## src/rtl/wb_arbiter2.sv

```systemverilog
// Two-master to one-slave pipelined Wishbone arbiter.
// Master 0 is instruction fetch and master 1 is the data bus.
// A grant is held until every accepted request has been acknowledged.
// A watchdog turns a silent slave into a bus error on the owning master.
module wb_arbiter2 #(
    parameter int AW          = 32,
    parameter int DW          = 32,
    parameter int MAX_PENDING = 8,
    parameter int TIMEOUT     = 255
) (
    input  logic            clk_i,
    input  logic            rst_i,
    // master 0 (instruction)
    input  logic            m0_cyc,
    input  logic            m0_stb,
    input  logic            m0_we,
    input  logic [AW-1:0]   m0_adr,
    input  logic [DW/8-1:0] m0_sel,
    input  logic [DW-1:0]   m0_dat_i,
    output logic [DW-1:0]   m0_dat_o,
    output logic            m0_ack,
    output logic            m0_err,
    output logic            m0_stall,
    // master 1 (data)
    input  logic            m1_cyc,
    input  logic            m1_stb,
    input  logic            m1_we,
    input  logic [AW-1:0]   m1_adr,
    input  logic [DW/8-1:0] m1_sel,
    input  logic [DW-1:0]   m1_dat_i,
    output logic [DW-1:0]   m1_dat_o,
    output logic            m1_ack,
    output logic            m1_err,
    output logic            m1_stall,
    // slave
    output logic            s_cyc,
    output logic            s_stb,
    output logic            s_we,
    output logic [AW-1:0]   s_adr,
    output logic [DW/8-1:0] s_sel,
    output logic [DW-1:0]   s_dat_o,
    input  logic [DW-1:0]   s_dat_i,
    input  logic            s_ack,
    input  logic            s_err,
    input  logic            s_stall,
    // debug
    output logic [1:0]      grant
);

    localparam int PW = $clog2(MAX_PENDING + 1);
    localparam int WW = (TIMEOUT > 0) ? $clog2(TIMEOUT + 1) : 1;

    localparam logic [PW-1:0] P_MAX  = PW'(MAX_PENDING);
    localparam logic [PW-1:0] P_ONE  = PW'(1);
    localparam logic [WW-1:0] W_MAX  = (TIMEOUT > 0) ? WW'(TIMEOUT) : '0;
    localparam logic [WW-1:0] W_LAST = (TIMEOUT > 0) ? WW'(TIMEOUT - 1) : '0;
    localparam logic [WW-1:0] W_ONE  = WW'(1);

    typedef enum logic [1:0] {
        IDLE = 2'b00,
        GNT0 = 2'b01,
        GNT1 = 2'b10
    } state_t;

    state_t        r_state;
    logic          r_last_grant;   // 1: master 1 was granted most recently
    logic [PW-1:0] r_pending;
    logic [WW-1:0] r_wdog;

    state_t        w_state_nxt;
    state_t        w_arb;
    logic          w_last_nxt;
    logic [PW-1:0] w_pending_nxt;
    logic [WW-1:0] w_wdog_nxt;
    logic          w_gnt0;
    logic          w_gnt1;
    logic          w_granted;
    logic          w_mcyc;
    logic          w_mstb;
    logic          w_pend_nz;
    logic          w_pend_full;
    logic          w_timeout;
    logic          w_release;
    logic          w_accept;
    logic          w_retire;
    logic          w_stall_g;

    assign w_gnt0      = (r_state == GNT0);
    assign w_gnt1      = (r_state == GNT1);
    assign w_granted   = w_gnt0 | w_gnt1;
    assign w_mcyc      = w_gnt1 ? m1_cyc : (w_gnt0 & m0_cyc);
    assign w_mstb      = w_gnt1 ? m1_stb : (w_gnt0 & m0_stb);
    assign w_pend_nz   = (r_pending != '0);
    assign w_pend_full = (r_pending == P_MAX);
    // The timeout fires on the TIMEOUT-th cycle with work outstanding and
    // no response; a response arriving in that same cycle loses to the error.
    assign w_timeout   = (TIMEOUT > 0) && w_granted && w_pend_nz && (r_wdog == W_LAST);
    assign w_release   = ~w_mcyc & ~w_pend_nz;

    // Slave side: forwarded from the owner, silenced while idle or timing out
    assign s_cyc     = w_granted & (w_mcyc | w_pend_nz) & ~w_timeout;
    assign s_stb     = w_granted & w_mcyc & w_mstb & (r_pending < P_MAX) & ~w_timeout;
    assign s_we      = w_gnt1 ? m1_we    : m0_we;
    assign s_adr     = w_gnt1 ? m1_adr   : m0_adr;
    assign s_sel     = w_gnt1 ? m1_sel   : m0_sel;
    assign s_dat_o   = w_gnt1 ? m1_dat_i : m0_dat_i;

    // Master side: only the owner sees responses and may be unstalled
    assign w_stall_g = s_stall | w_pend_full;
    assign m0_stall  = w_gnt0 ? w_stall_g : 1'b1;
    assign m1_stall  = w_gnt1 ? w_stall_g : 1'b1;
    assign m0_ack    = w_gnt0 & s_ack & ~w_timeout;
    assign m1_ack    = w_gnt1 & s_ack & ~w_timeout;
    assign m0_err    = w_gnt0 & (s_err | w_timeout);
    assign m1_err    = w_gnt1 & (s_err | w_timeout);
    assign m0_dat_o  = s_dat_i;
    assign m1_dat_o  = s_dat_i;
    assign grant     = r_state;

    assign w_accept  = s_stb & ~s_stall;
    assign w_retire  = w_granted & (s_ack | s_err) & w_pend_nz;

    // Round-robin choice between requesting masters, tie goes opposite last owner
    always_comb begin
        w_arb = IDLE;
        if (m0_cyc && m1_cyc)
            w_arb = r_last_grant ? GNT0 : GNT1;
        else if (m0_cyc)
            w_arb = GNT0;
        else if (m1_cyc)
            w_arb = GNT1;
    end

    // Next-state: arbitrate from IDLE or in the release cycle of a grant
    always_comb begin
        w_state_nxt = r_state;
        w_last_nxt  = r_last_grant;
        case (r_state)
            IDLE: begin
                w_state_nxt = w_arb;
                if (w_arb != IDLE)
                    w_last_nxt = (w_arb == GNT1);
            end
            GNT0, GNT1: begin
                if (w_release) begin
                    w_state_nxt = w_arb;
                    if (w_arb != IDLE)
                        w_last_nxt = (w_arb == GNT1);
                end
            end
            default: w_state_nxt = IDLE;
        endcase
    end

    // Outstanding-request count and watchdog for the current grant
    always_comb begin
        w_pending_nxt = r_pending;
        if (w_timeout)
            w_pending_nxt = '0;
        else if (w_accept && !w_retire)
            w_pending_nxt = r_pending + P_ONE;
        else if (w_retire && !w_accept)
            w_pending_nxt = r_pending - P_ONE;

        w_wdog_nxt = r_wdog;
        if (!w_granted || !w_pend_nz || s_ack || s_err || w_timeout)
            w_wdog_nxt = '0;
        else if (r_wdog != W_MAX)
            w_wdog_nxt = r_wdog + W_ONE;
    end

    // State registers with synchronous reset
    always_ff @(posedge clk_i) begin
        if (rst_i) begin
            r_state      <= IDLE;
            r_last_grant <= 1'b0;
            r_pending    <= '0;
            r_wdog       <= '0;
        end else begin
            r_state      <= w_state_nxt;
            r_last_grant <= w_last_nxt;
            r_pending    <= w_pending_nxt;
            r_wdog       <= w_wdog_nxt;
        end
    end

endmodule

```

## config.mk

```make
export PLATFORM = sky130hd
export DESIGN_NAME = wb_arbiter2
export DESIGN_NICKNAME = d
export VERILOG_FILES = /design/src/rtl/wb_arbiter2.sv
export SDC_FILE = /design/constraint.sdc
export NUM_CORES = 1
export LEC_CHECK = 0
export CAP_MARGIN = 20
export CORE_AREA = 3 3 123 125
export DETAILED_ROUTE_END_ITERATION = 7
export DIE_AREA = 0 0 126 128
export PLACE_DENSITY = 0.56
export SLEW_MARGIN = 15
export SYNTH_ARGS = -nofsm -noshare
export SYNTH_HDL_FRONTEND = slang
export SYNTH_SLANG_ARGS = --single-unit
```

## constraint.sdc

```tcl
create_clock -name clk_i -period 3.5 [get_ports clk_i]
set_input_delay 0.875 -clock clk_i [delete_from_list [all_inputs] [get_ports clk_i]]
set_output_delay 0.875 -clock clk_i [all_outputs]
set_load 0.005 [all_outputs]
```

==> results.py <==
metrics = {
    "clocking": {
        "clockBufferDepth": 2,
        "ctsHoldBuffers": 0,
        "clk_transition_reported_paths_ns": 0.05,
        "clkLatencyLatePin_ns": 0.25,
        "cts.sinks": 15,
        "htree_levels": 1,
        "cts_root_buffer": "clkbuf_16",
        "cts_made_buffers": 3,
        "cts_tree": "built",
    },
    "run_status": {
        "outcome": "completed",
    },
    "yosys": {
        "ys_async_sr_fraction": 0,
        "syn_nets": 443,
        "yosys_warnings": 0,
        "synthCells": 255,
        "netlist.area_leader.share": 0.3473,
        "synth_cell_types": 37,
        "synth-edff-count": 0,
        "synth-seq-cells": 15,
        "synthesis.area_sq_mm": 0.002237,
        "ys.flop_type": "dfxtp_1",
        "seq_area_frac_synth": 0.1342,
        "synth_area_per_cell_sq_um": 8.773,
        "synthTopCellsByArea": "mux2_2, buf_4, dfxtp_1, ha_1, a21oi_1",
        "yosysTopAreaCell": "mux2_2",
    },
    "drt": {
        "vias_per_cell": 3.988,
        "wire_per_inst_um": 15.62,
        "wl_met1_um": 3508,
        "dr.pass1.iters": 6,
        "dr.max_layer_used": "met4",
        "via_count": 2369,
        "drc": 0,
        "met2_length_um": 4671,
        "drt-total-wl_um": 9277,
        "drt-initial-drc-count": 33,
        "postRouteAntennaNets": 0,
        "wl_met3_um": 977,
    },
    "pwr": {
        "p_per_area_mw_per_mm2": 214.0,
        "ir_drop_uv": 127.3,
        "p_total_uw": 928.2,
        "leakagePower_nw": 1.539,
    },
    "setup_path": {
        "path_max_fanout": 3,
        "path_class": "input port to output port",
        "crit_required_ns": 2.62,
        "worstPathCellList": "clkdlybuf4s50_1 -> nand3b_1 -> a21oi_2 -> nand2_1 -> nor3_2 -> clkdlybuf4s50_1",
        "slowest_stage": "clkdlybuf4s50_1",
        "cp-end-kind": "output port",
        "cp_slowest_stage_delay_ns": 0.53,
        "crit_arrival_ns": 2.49,
        "path_common_cell": "clkdlybuf4s50_1",
        "start_kind": "input port",
    },
    "timing": {
        "whs_ns": 0.5039,
        "setup_viol": 0,
        "period_share": 0.9617,
        "setup_tns_ns": 0,
        "slew_headroom": 0.5575,
        "grt_setup_unrepaired": "false",
        "min_period_ns": 3.366,
        "max_freq_mhz": 297.1,
        "final.setup.worst_slack_ns": 0.1340,
        "fin_skew_ns": 0.004862,
        "slew_violations": 0,
        "hold_viol_final": 0,
        "worstMarginPinSlew_ns": 0.6609,
    },
    "finish": {
        "layout_commonest_cell": "clkdlybuf4s50_1",
        "area_delta_synth_final_pct": 93.85,
        "diodes": 0,
        "nets": 603,
        "layout.cells.non_filler": 594,
        "post-route-util": 0.3100,
        "drive_above_1_share": 0.2126,
        "layout_common_cells": "clkdlybuf4s50_1, mux2_2, dfxtp_1",
        "design_area_sq_mm": 0.004337,
    },
    "global_route": {
        "track_usage": 0.1029,
        "grt_max_degree": 42,
        "grt_pass1_vias": 2499,
        "antenna_found_initial": 0,
        "overflow": 0,
        "grt_pass1_wl_um": 13120,
    },
    "floorplanning": {
        "start_util": 0.1599,
        "num_rows": 43,
        "io-pin-count": 322,
        "die_w_um": 126,
        "die_h_um": 128,
        "die_area_sq_mm": 0.01613,
        "core-area_sq_mm": 0.01399,
    },
    "placed_design": {
        "hpwl_um": 8046,
        "place_congestion": 0.8191,
        "placed_cells": 590,
        "port_buffers": 225,
        "dpl_cell_area_sq_mm": 0.004248,
        "post-place-ws_ns": 0.07404,
    },
    "min_path": {
        "hp-class": "flip-flop to flip-flop",
    },
    "job": {
        "maxCapViolations": 0,
    },
}
## flip-flops by register name (all words and copies together) (netlist names)
name / flops
grant: 2
r_last_grant: 1
r_pending: 4
r_wdog: 8
## layout make-up
class	instances	area, sq um
clock buffers	3	75.07
inverters	6	22.52
fillers	1472	9652
clock inverters	1	5.005
multi-input cells	160	1414
repair buffers	229	2295
well taps	180	225.2
flip-flops and latches	15	300.3
## critical path, delay by kind of cell
| kind | cells | cell delay (ns) |
|---|---|---|
| AO/OA/AOI/OAI | 1 | 0.17 |
| buffers and inverters | 2 | 1.05 |
| AND/OR/NAND/NOR | 3 | 0.40 |
## what timing repair did
action | in CTS | in global routing
buffers inserted | 0 | 0
gates resized for setup | 0 | 2
setup endpoints to repair | 0 | 1
## Yosys cell counts (all sizes together) (4+ instances only)
master,number
a21oi,12
buf,68
clkbuf,6
dfxtp,15
ha,8
inv,6
mux2,69
nand2,12
nand3,6
nor2,13
o21ai,4
xnor2,5
## path summary, 6_finish.rpt
kind / start / endpoint / slack, ns / depth (start not counted)
worst min-delay path: r_last_grant / r_last_grant / 0.50 / 2
worst max register to register: grant[1] / r_pending[3] / 0.61 / 13
worst max-delay path: m0_cyc / s_stb / 0.13 / 6
worst min register to register: r_last_grant / r_last_grant / 0.50 / 2
## report_power, final
| part | leakage, nW | switching (mW) | internal (mW) |
|---|---|---|---|
| clock network | 0.0409 | 0.0721 | 0.153 |
| registers | 0.121 | 0.00947 | 0.177 |
| logic | 1.38 | 0.147 | 0.370 |
## routing by layer
metal / up-vias / GRT usage
met3: 18 / 0.03875
met5: - / 0
met1: 1052 / 0.1175
met4: 0 / 0.02461
met2: 152 / 0.1822
li1: 1147 / -
## logic make-up after synthesis
family | after synthesis | synth area share
xor+xnor | 6 | 0.02349
flops | 15 | 0.1342
buf+inv | 80 | 0.2433
fa+ha+maj | 9 | 0.05369
mux | 71 | 0.3563
compound gates | 25 | 0.07047
simple gates | 49 | 0.1186
No activity file was read; power rests on OpenSTA's default activity.
